## config.mk

```make
export PLATFORM = sky130hd
export DESIGN_NAME = schedule_editor
export DESIGN_NICKNAME = d
export VERILOG_FILES = /design/src/rtl/schedule_editor.sv
export SDC_FILE = /design/constraint.sdc
export NUM_CORES = 1
export LEC_CHECK = 0
export CAP_MARGIN = 40
export CORE_MARGIN = 1.5
export CORE_UTILIZATION = 57
export DETAILED_ROUTE_END_ITERATION = 16
export PLACE_DENSITY_LB_ADDON = 0.2
export SYNTH_ARGS = -nofsm -noshare
export SYNTH_HDL_FRONTEND = slang
export SYNTH_SLANG_ARGS = --single-unit
export TNS_END_PERCENT = 5
```

## constraint.sdc

```tcl
create_clock -name clk -period 3.4 [get_ports clk]
set_input_delay 0.68 -clock clk [delete_from_list [all_inputs] [get_ports clk]]
set_output_delay 0.68 -clock clk [all_outputs]
set_load 0.005 [all_outputs]
```

## src/rtl/schedule_editor.sv

```systemverilog
// schedule_editor: button-driven editor for three feed-time slots with auto-repeat and commit pulse.
module schedule_editor #(
  parameter int unsigned REPEAT_DELAY  = 25_000_000,
  parameter int unsigned REPEAT_PERIOD = 5_000_000
) (
  input  logic       clk,
  input  logic       reset,
  input  logic       btn_up,
  input  logic       btn_down,
  input  logic       btn_next,
  input  logic       btn_select,
  input  logic       btn_back,
  output logic [5:0] state,
  output logic [1:0] cursor,
  output logic [1:0] field,
  output logic [7:0] hour1,
  output logic [7:0] hour2,
  output logic [7:0] hour3,
  output logic [7:0] min1,
  output logic [7:0] min2,
  output logic [7:0] min3,
  output logic       ampm1,
  output logic       ampm2,
  output logic       ampm3,
  output logic       cfg_valid,
  output logic [1:0] cfg_slot,
  output logic [7:0] cfg_hour,
  output logic [7:0] cfg_min,
  output logic       cfg_ampm
);
  typedef enum logic [5:0] {
    S_E1   = 6'b000001,
    S_E2   = 6'b000010,
    S_E3   = 6'b000100,
    S_IDLE = 6'b001000
  } state_e;
  state_e st_q, st_d;
  logic [4:0] btn, btn_q, e;
  logic [1:0] cur_q, cur_d, fld_q, fld_d, idx;
  logic [2:0][7:0] hr_q, hr_d, mn_q, mn_d;
  logic [2:0] am_q, am_d;
  logic [7:0] sh_hr_q, sh_hr_d, sh_mn_q, sh_mn_d;
  logic sh_am_q, sh_am_d;
  logic cv_q, cv_d, ca_q, ca_d;
  logic [1:0] cs_q, cs_d;
  logic [7:0] ch_q, ch_d, cm_q, cm_d;
  logic [31:0] cnt_q, cnt_d, thr;
  logic rep_q, rep_d;
  logic edit, other_e, up_e, dn_e, held, step, inc, dec;
  assign btn = {btn_back, btn_select, btn_next, btn_down, btn_up};
  assign e = btn & ~btn_q;
  assign edit = st_q != S_IDLE;
  assign idx = st_q == S_E2 ? 2'd1 : st_q == S_E3 ? 2'd2 : 2'd0;
  assign other_e = |e[4:2];
  // a simultaneous or overlapping up/down press is treated as no press
  assign up_e = e[0] & ~btn_down;
  assign dn_e = e[1] & ~btn_up;
  // cnt_q == 0 means no live press, so a button held into EDIT never repeats
  assign held = edit & (btn_up ^ btn_down) & ~other_e & ~e[0] & ~e[1] & (cnt_q != 32'd0);
  assign thr = rep_q ? 32'(REPEAT_PERIOD) : 32'(REPEAT_DELAY);
  assign step = held & (cnt_q == thr);
  assign inc = up_e | (step & btn_up);
  assign dec = dn_e | (step & btn_down);
  always_comb begin
    st_d = st_q;
    cur_d = cur_q;
    fld_d = fld_q;
    hr_d = hr_q;
    mn_d = mn_q;
    am_d = am_q;
    sh_hr_d = sh_hr_q;
    sh_mn_d = sh_mn_q;
    sh_am_d = sh_am_q;
    cv_d = 1'b0;
    cs_d = cs_q;
    ch_d = ch_q;
    cm_d = cm_q;
    ca_d = ca_q;
    cnt_d = 32'd0;
    rep_d = 1'b0;
    if (!edit) begin
      if (e[3]) begin
        sh_hr_d = hr_q[cur_q];
        sh_mn_d = mn_q[cur_q];
        sh_am_d = am_q[cur_q];
        fld_d = 2'd0;
        st_d = cur_q == 2'd0 ? S_E1 : cur_q == 2'd1 ? S_E2 : S_E3;
      end else if (up_e) cur_d = cur_q == 2'd0 ? 2'd2 : cur_q - 2'd1;
      else if (dn_e) cur_d = cur_q == 2'd2 ? 2'd0 : cur_q + 2'd1;
    end else if (e[4]) st_d = S_IDLE;
    else if (e[3]) begin
      hr_d[idx] = sh_hr_q;
      mn_d[idx] = sh_mn_q;
      am_d[idx] = sh_am_q;
      cv_d = 1'b1;
      cs_d = idx;
      ch_d = sh_hr_q;
      cm_d = sh_mn_q;
      ca_d = sh_am_q;
      st_d = S_IDLE;
    end else if (e[2]) fld_d = fld_q == 2'd2 ? 2'd0 : fld_q + 2'd1;
    else if (inc | dec) begin
      sh_hr_d = fld_q != 2'd0 ? sh_hr_q :
                inc ? (sh_hr_q == 8'd12 ? 8'd1 : sh_hr_q + 8'd1) :
                      (sh_hr_q == 8'd1 ? 8'd12 : sh_hr_q - 8'd1);
      sh_mn_d = fld_q != 2'd1 ? sh_mn_q :
                inc ? (sh_mn_q == 8'd59 ? 8'd0 : sh_mn_q + 8'd1) :
                      (sh_mn_q == 8'd0 ? 8'd59 : sh_mn_q - 8'd1);
      sh_am_d = fld_q == 2'd2 ? ~sh_am_q : sh_am_q;
    end
    if (edit & ~other_e & (up_e | dn_e)) cnt_d = 32'd1;
    else if (held) begin
      cnt_d = step ? 32'd1 : cnt_q + 32'd1;
      rep_d = rep_q | step;
    end
  end
  always_ff @(posedge clk or negedge reset) begin
    if (!reset) begin
      st_q <= S_IDLE;
      btn_q <= '0;
      cur_q <= '0;
      fld_q <= '0;
      hr_q <= {8'd6, 8'd12, 8'd7};
      mn_q <= '0;
      am_q <= 3'b110;
      sh_hr_q <= '0;
      sh_mn_q <= '0;
      sh_am_q <= 1'b0;
      cv_q <= 1'b0;
      cs_q <= '0;
      ch_q <= '0;
      cm_q <= '0;
      ca_q <= 1'b0;
      cnt_q <= '0;
      rep_q <= 1'b0;
    end else begin
      st_q <= st_d;
      btn_q <= btn;
      cur_q <= cur_d;
      fld_q <= fld_d;
      hr_q <= hr_d;
      mn_q <= mn_d;
      am_q <= am_d;
      sh_hr_q <= sh_hr_d;
      sh_mn_q <= sh_mn_d;
      sh_am_q <= sh_am_d;
      cv_q <= cv_d;
      cs_q <= cs_d;
      ch_q <= ch_d;
      cm_q <= cm_d;
      ca_q <= ca_d;
      cnt_q <= cnt_d;
      rep_q <= rep_d;
    end
  end
  assign state = st_q;
  assign cursor = cur_q;
  assign field = fld_q;
  assign hour1 = st_q == S_E1 ? sh_hr_q : hr_q[0];
  assign hour2 = st_q == S_E2 ? sh_hr_q : hr_q[1];
  assign hour3 = st_q == S_E3 ? sh_hr_q : hr_q[2];
  assign min1 = st_q == S_E1 ? sh_mn_q : mn_q[0];
  assign min2 = st_q == S_E2 ? sh_mn_q : mn_q[1];
  assign min3 = st_q == S_E3 ? sh_mn_q : mn_q[2];
  assign ampm1 = st_q == S_E1 ? sh_am_q : am_q[0];
  assign ampm2 = st_q == S_E2 ? sh_am_q : am_q[1];
  assign ampm3 = st_q == S_E3 ? sh_am_q : am_q[2];
  assign cfg_valid = cv_q;
  assign cfg_slot = cs_q;
  assign cfg_hour = ch_q;
  assign cfg_min = cm_q;
  assign cfg_ampm = ca_q;
endmodule

```

Word-level counts from Yosys, hierarchy flattened
Cells that the tools add are included.

word-level totals
  flip-flop bits (word level) = 136
  bits of input ports = 7
  output and inout bits = 81
  logic and storage cells = 173

cells by class
  $add $sub $neg = 8
  bitwise logic cells = 29
  mux-type cells = 76
  reductions and logical operators = 19
  $lt $le $gt $ge = 3
  equality and inequality tests = 17

operators with widths
  kind                                                 number
  two-way mux 8 bit                                    29
  two-way mux 32 bit                                   3
  bitwise mux 24 bit                                   2
  adder 32 x 1 -> 32 bit, second input constant        1
  binary-select mux 8 bit (select 2 bit)               2
  equality test 32 x 25 -> 1 bit                       1
  nonzero test 32 bit                                  1
  two-way mux 25 bit                                   1
  two-way mux 2 bit                                    12
  two-way mux 6 bit                                    4
  AND reduction 6 bit                                  3
  two-way mux 1 bit                                    17
  adder 8 x 1 -> 8 bit, second input constant          2
  demux 8 bit (select 2 bit)                           1
  subtractor 8 x 1 -> 8 bit, second input constant     2
  bitwise AND 1 bit                                    12
  NOT 1 bit                                            9
  nonzero test 3 bit                                   3
  equality test 8 x 1 -> 1 bit, second input constant  1
  equality test 8 x 4 -> 1 bit, second input constant  1
  equality test 8 x 6 -> 1 bit, second input constant  1
  zero test 8 bit                                      1
  nonzero test 2 bit                                   4
  equality test 6 x 1 -> 1 bit, second input constant  1
  27 further kinds                                     38

Depth between registers and ports, before layout
  depth after elaboration = 18
  gate-level depth with buffers = 11
  mapped depth without buffers = 9

Worst setup path after synthesis
Ideal clock, no wire load.

  path kind = reg2reg
  from = reg st_q[3], in the netlist state[3]
  to = reg sh_hr_q[2]
  required time = 3.274 ns
  path buffers = 2
  period minus slack after synthesis = 2.869 ns
  slack = 0.531 ns
  setup time = 0.126 ns
  cell stages (with the launch flop) = 9
  arrival time = 2.743 ns
  path through = dfstp_2 > or4b_1 > buf_2 > clkinv_2 > clkbuf_1 > ha_1 > o211ai_1 > o41a_4 > o32a_1

on the way
  longest elaborated chain between the ends = 16
  elaborated cells between the ends (all ways) = 24
  classes of those cells = 3 x eq/ne; 7 x mux; 11 x bitwise; 3 x reduce/logical

ends and longest elaborated chain
  what                            line  source
  from (decl)                     37    state_e st_q, st_d;
  from (signal assigned)          137   st_q <= st_d;
  != test 6 x 4 -> 1 bit (*)      52    assign edit = st_q != S_IDLE;
  bitwise AND 1 bit (5 in a row)  59    assign held = edit & (btn_up ^ btn_down) & ~other_e & ~e[0] & ~e[1] & (cnt_q != 32'd0);
  bitwise AND 1 bit               61    assign step = held & (cnt_q == thr);
  bitwise AND 1 bit               62    assign inc = up_e | (step & btn_up);
  OR 1 bit                        62
  two-way mux 8 bit               104   inc ? (sh_hr_q == 8'd12 ? 8'd1 : sh_hr_q + 8'd1) :
  two-way mux 8 bit               103   sh_hr_d = fld_q != 2'd0 ? sh_hr_q :
  two-way mux 8 bit               102   else if (inc | dec) begin
  two-way mux 8 bit               101   end else if (e[2]) fld_d = fld_q == 2'd2 ? 2'd0 : fld_q + 2'd1;
  two-way mux 8 bit               91    else if (e[3]) begin
  two-way mux 8 bit               90    end else if (e[4]) st_d = S_IDLE;
  two-way mux 8 bit               81    if (!edit) begin
  to (signal assigned)            144   sh_hr_q <= sh_hr_d;
  to (decl)                       42    logic [7:0] sh_hr_q, sh_hr_d, sh_mn_q, sh_mn_d;

Every way passes the cells marked *; elsewhere a longest branch is shown, timed or not. The select of a mux whose other input is x is not followed.
A chain may end at the register's enable or synchronous reset.

Final worst setup path
  from = reg st_q[2], in the netlist state[2]
  to = out hour3[6]

on the way
  longest elaborated chain between the ends = 2

ends and longest elaborated chain
  what                          line  source
  equality test 6 x 3 -> 1 bit  161   assign hour3 = st_q == S_E3 ? sh_hr_q : hr_q[2];
  two-way mux 8 bit             161
  to (decl)                     18    output logic [7:0] hour3,

No other way between the ends.

==> results.cfg <==
[floorplan]
dieArea_mm2 = 0.01415
placement_rows = 42
die_height_um = 119.0
die_x_um = 119.0
core_mm2 = 0.01319
top_level_ports = 88
starting_density_of_the_core = 0.5811

[cells_and_area]
drive_gt1_frac = 0.2166
synthToLayoutAreaGrowth_pct = 21.91
finalNonFillerCells = 1053
final_nets = 885
finalCoreUtilization = 0.7084
diodes = 0

[drt]
vias = 6490
routedWlPerCell_um = 20.21
post_drt_via_cell_ratio = 6.163
final_antenna_net_count = 0
drt_iter0_drc = 451
drc_viols = 0
drt-pass1-iter-count = 5
finalWirelength_um = 21290

[synthesis]
synth_largest_type_area_fraction = 0.4048
syn_area_mm2 = 0.007665
post_synthesis_cells = 781
synth-seq-cells = 134
synth_edf_count = 0
synth-main-ff-cell = sky130_fd_sc_hd__dfrtp_1
synth_seq_area_share = 0.4391
yosys.cell_types.count = 69
netlist.top_cell.by_area = sky130_fd_sc_hd__dfrtp_1
synth.avg_cell_area_um2 = 9.814
synth.area.top_cells = sky130_fd_sc_hd__dfrtp_1 (40%), sky130_fd_sc_hd__mux2_2 (15%), sky130_fd_sc_hd__nand2_1 (5.6%), sky130_fd_sc_hd__dfstp_2 (3.4%), sky130_fd_sc_hd__o21ai_0 (3.2%)
ys.warnings.count = 0
async_flop_share = 1.000

[global_route]
wire_length_of_the_first_global_routing_pass_um = 34560
grt_max_degree = 47
globalRouteTotalUtil = 0.3143
first_global_vias = 6408
initial_antenna_violation_count = 0
grt_overflow = 0

[placed_design]
half_perimeter_wire_length_after_detailed_placement_um = 14400
gp_congestion = 0.8896
dpl.cell_count = 1021
port-buffer-count = 85

[timing]
period_needed_ns = 3.145
timing.setup.tns_ns = 0
maxClockFrequency_ghz = 0.3180
slew_headroom = 0.5033
setup_viol_count_final = 0
maxSlewViolCount = 0
report.final.hold_viol_count = 0
layout_worst_path_cycle_share = 0.9249
timing_worst_slew_pin_value_ns = 0.7355
setup_repair_after_global_routing_missed_its_margin = false
finClkSkew_ns = 0.01013

[pwr]
cellLeakagePower_nw = 3.995
vdd_ir_drop_max_mv = 0.6052
power-per-cell-area_mw_per_mm2 = 899.7

[clocking]
numClockSinks = 134
postCtsResizedCells = 0
clkLatencyLatePin_ns = 0.43
post_cts_setup_inserts = 0
cts_hold_buf = 0
tritoncts = built
clock_tree_buf_depth = 2
htree_levels = 4
clk_slew_on_worst_s_h_paths_ns = 0.06
clock-root-buffer = sky130_fd_sc_hd__clkbuf_16
tritoncts_buffer_count = 17

[worst_setup_path]
reg2reg_to = sh_am_q
ff2ff_path_depth = 6
timing.critical_path.required_ns = 2.72
critical_path_class = reg -> out
startpoint_type = flop
regToRegSetupSlack_ns = 0.30
r2r_start = state[3]
critical_path.endpoint_type = output pin
timing.critical_path.fanout_max = 19
worst_ep_arrival_time_ns = 2.46

[job]
maxCapViolations = 0

[min_path]
hold_path.class = in -> async

[run_status]
status = complete, no violations
==> registers in the layout (all words and copies together) (netlist names) <==
register / count
am_q: 3
btn_q: 5
cfg_ampm: 1
cfg_hour: 8
cfg_min: 8
cfg_slot: 2
cfg_valid: 1
cnt_q: 32
cursor: 2
field: 2
hr_q: 24
mn_q: 24
rep_q: 1
sh_am_q: 1
sh_hr_q: 8
sh_mn_q: 8
state: 4
==> layer usage <==
layer | up-vias | GRT usage | part of all wire
li1 | 2940 | - | -
met1 | 3200 | 0.4400 | 0.45
met2 | 299 | 0.4880 | 0.46
met3 | 51 | 0.06849 | 0.070
met4 | 0 | 0.1047 | 0.025
met5 | - | 0 | 0
==> final cells by class <==
class                           instances  area [um^2]
Tap cell                              176        220.2
Fill cell                             999         3846
Multi-Input combinational cell        581         4044
Clock inverter                         15        145.1
Inverter                               15        57.56
Clock buffer                           17        425.4
Timing Repair Buffer                  115         1086
Sequential cell                       134         3366
==> layout by cell type, fill, tap and decap left out, drive strengths merged, types with 5 or more instances in the layout <==
cell type | netlist | routed
dfrtp | 124 | 124
nand2 | 114 | 114
mux2 | 101 | 101
clkdlybuf4s50 | 0 | 84
nor2 | 62 | 62
o21ai | 51 | 51
buf | 10 | 31
nand3 | 22 | 22
xor2 | 19 | 19
nor3 | 18 | 18
a21oi | 18 | 18
inv | 12 | 18
clkbuf | 42 | 17
xnor2 | 16 | 16
nor4 | 16 | 16
ha | 14 | 14
mux2i | 13 | 13
and3 | 12 | 12
a31oi | 10 | 10
dfstp | 10 | 10
nand4 | 10 | 10
nand2b | 9 | 9
a221oi | 8 | 8
and4 | 7 | 7
clkinv | 3 | 7
o41ai | 6 | 6
o211ai | 5 | 5
or3 | 5 | 5
==> per-stage QoR <==
| step | area [um^2] | setup WS (ns) | power (W) | hold slack [ns] |
|---|---|---|---|---|
| after global placement | 8773 | 0.2591 | 0.006448 | 0.4610 |
| after global routing | 9344 | 0.1992 | 0.008877 | 0.2817 |
| after detailed placement | 8773 | 0.1979 | 0.006527 | 0.4620 |
| after CTS | 9344 | 0.2565 | 0.008384 | 0.2588 |
| after floorplan | 7669 | 0.5305 | 0.004726 | 0.3844 |
| final | 9344 | 0.2553 | 0.008407 | 0.2432 |
==> cells in the mapped netlist, drive strengths merged, types with 2 or more instances <==
library cell / instances
mux2: 101
buf: 10
nor2: 62
o31ai: 3
nand3b: 2
nor2b: 2
a31oi: 10
o41ai: 6
or3: 5
or4b: 2
o211ai: 5
a22oi: 2
and4: 7
mux2i: 13
nand4: 10
nor4bb: 2
ha: 14
nand3: 22
or2: 2
dfstp: 10
a32o: 2
or3b: 2
o2bb2ai: 2
clkinv: 3
nor4b: 4
o21a: 2
clkbuf: 42
xor2: 19
a221oi: 8
o22ai: 2
inv: 12
a21oi: 18
nor4: 16
dfrtp: 124
nor3: 18
xnor2: 16
nand2: 114
nand2b: 9
o21ai: 51
and3: 12
==> report_power, final <==
| group | switching [W] | leakage [nW] | internal, W |
|---|---|---|---|
| Clock | 0.000774 | 0.270 | 0.00102 |
| Combinational | 0.00189 | 1.99 | 0.00199 |
| Sequential | 0.000619 | 1.73 | 0.00211 |
| Total | 0.00329 | 3.99 | 0.00512 |
==> worst max-delay path by stage <==
stage                     slack (ns)    endpoint  depth (start not counted)     start
after floorplan                 0.53  sh_hr_q[2]                          8  state[3]
after global placement          0.26     sh_am_q                          6    btn_up
after detailed placement        0.20     sh_am_q                          6    btn_up
after CTS                       0.26    hour3[6]                          4  state[2]
after global routing            0.20    hour3[6]                          4  state[2]
final                           0.26    hour3[6]                          4  state[2]
==> logic make-up after synthesis <==
family / after synthesis / share of synthesized area
compound gates: 121 / 0.1043
xor+xnor: 35 / 0.03999
fa+ha+maj: 14 / 0.02285
buf+inv: 67 / 0.03722
flops: 134 / 0.4391
mux: 114 / 0.1654
other cells: 1 / 0.0004892
simple gates: 295 / 0.1907
==> critical path: stages, from the launching register on <==
cell and delay (ns):
sky130_fd_sc_hd__dfrtp_1 0.56, sky130_fd_sc_hd__nor4b_4 0.26, sky130_fd_sc_hd__buf_4 0.35, sky130_fd_sc_hd__mux2_2 0.39
sky130_fd_sc_hd__clkdlybuf4s50_1 0.48
Note: power is estimated with default switching activity, not from simulation.
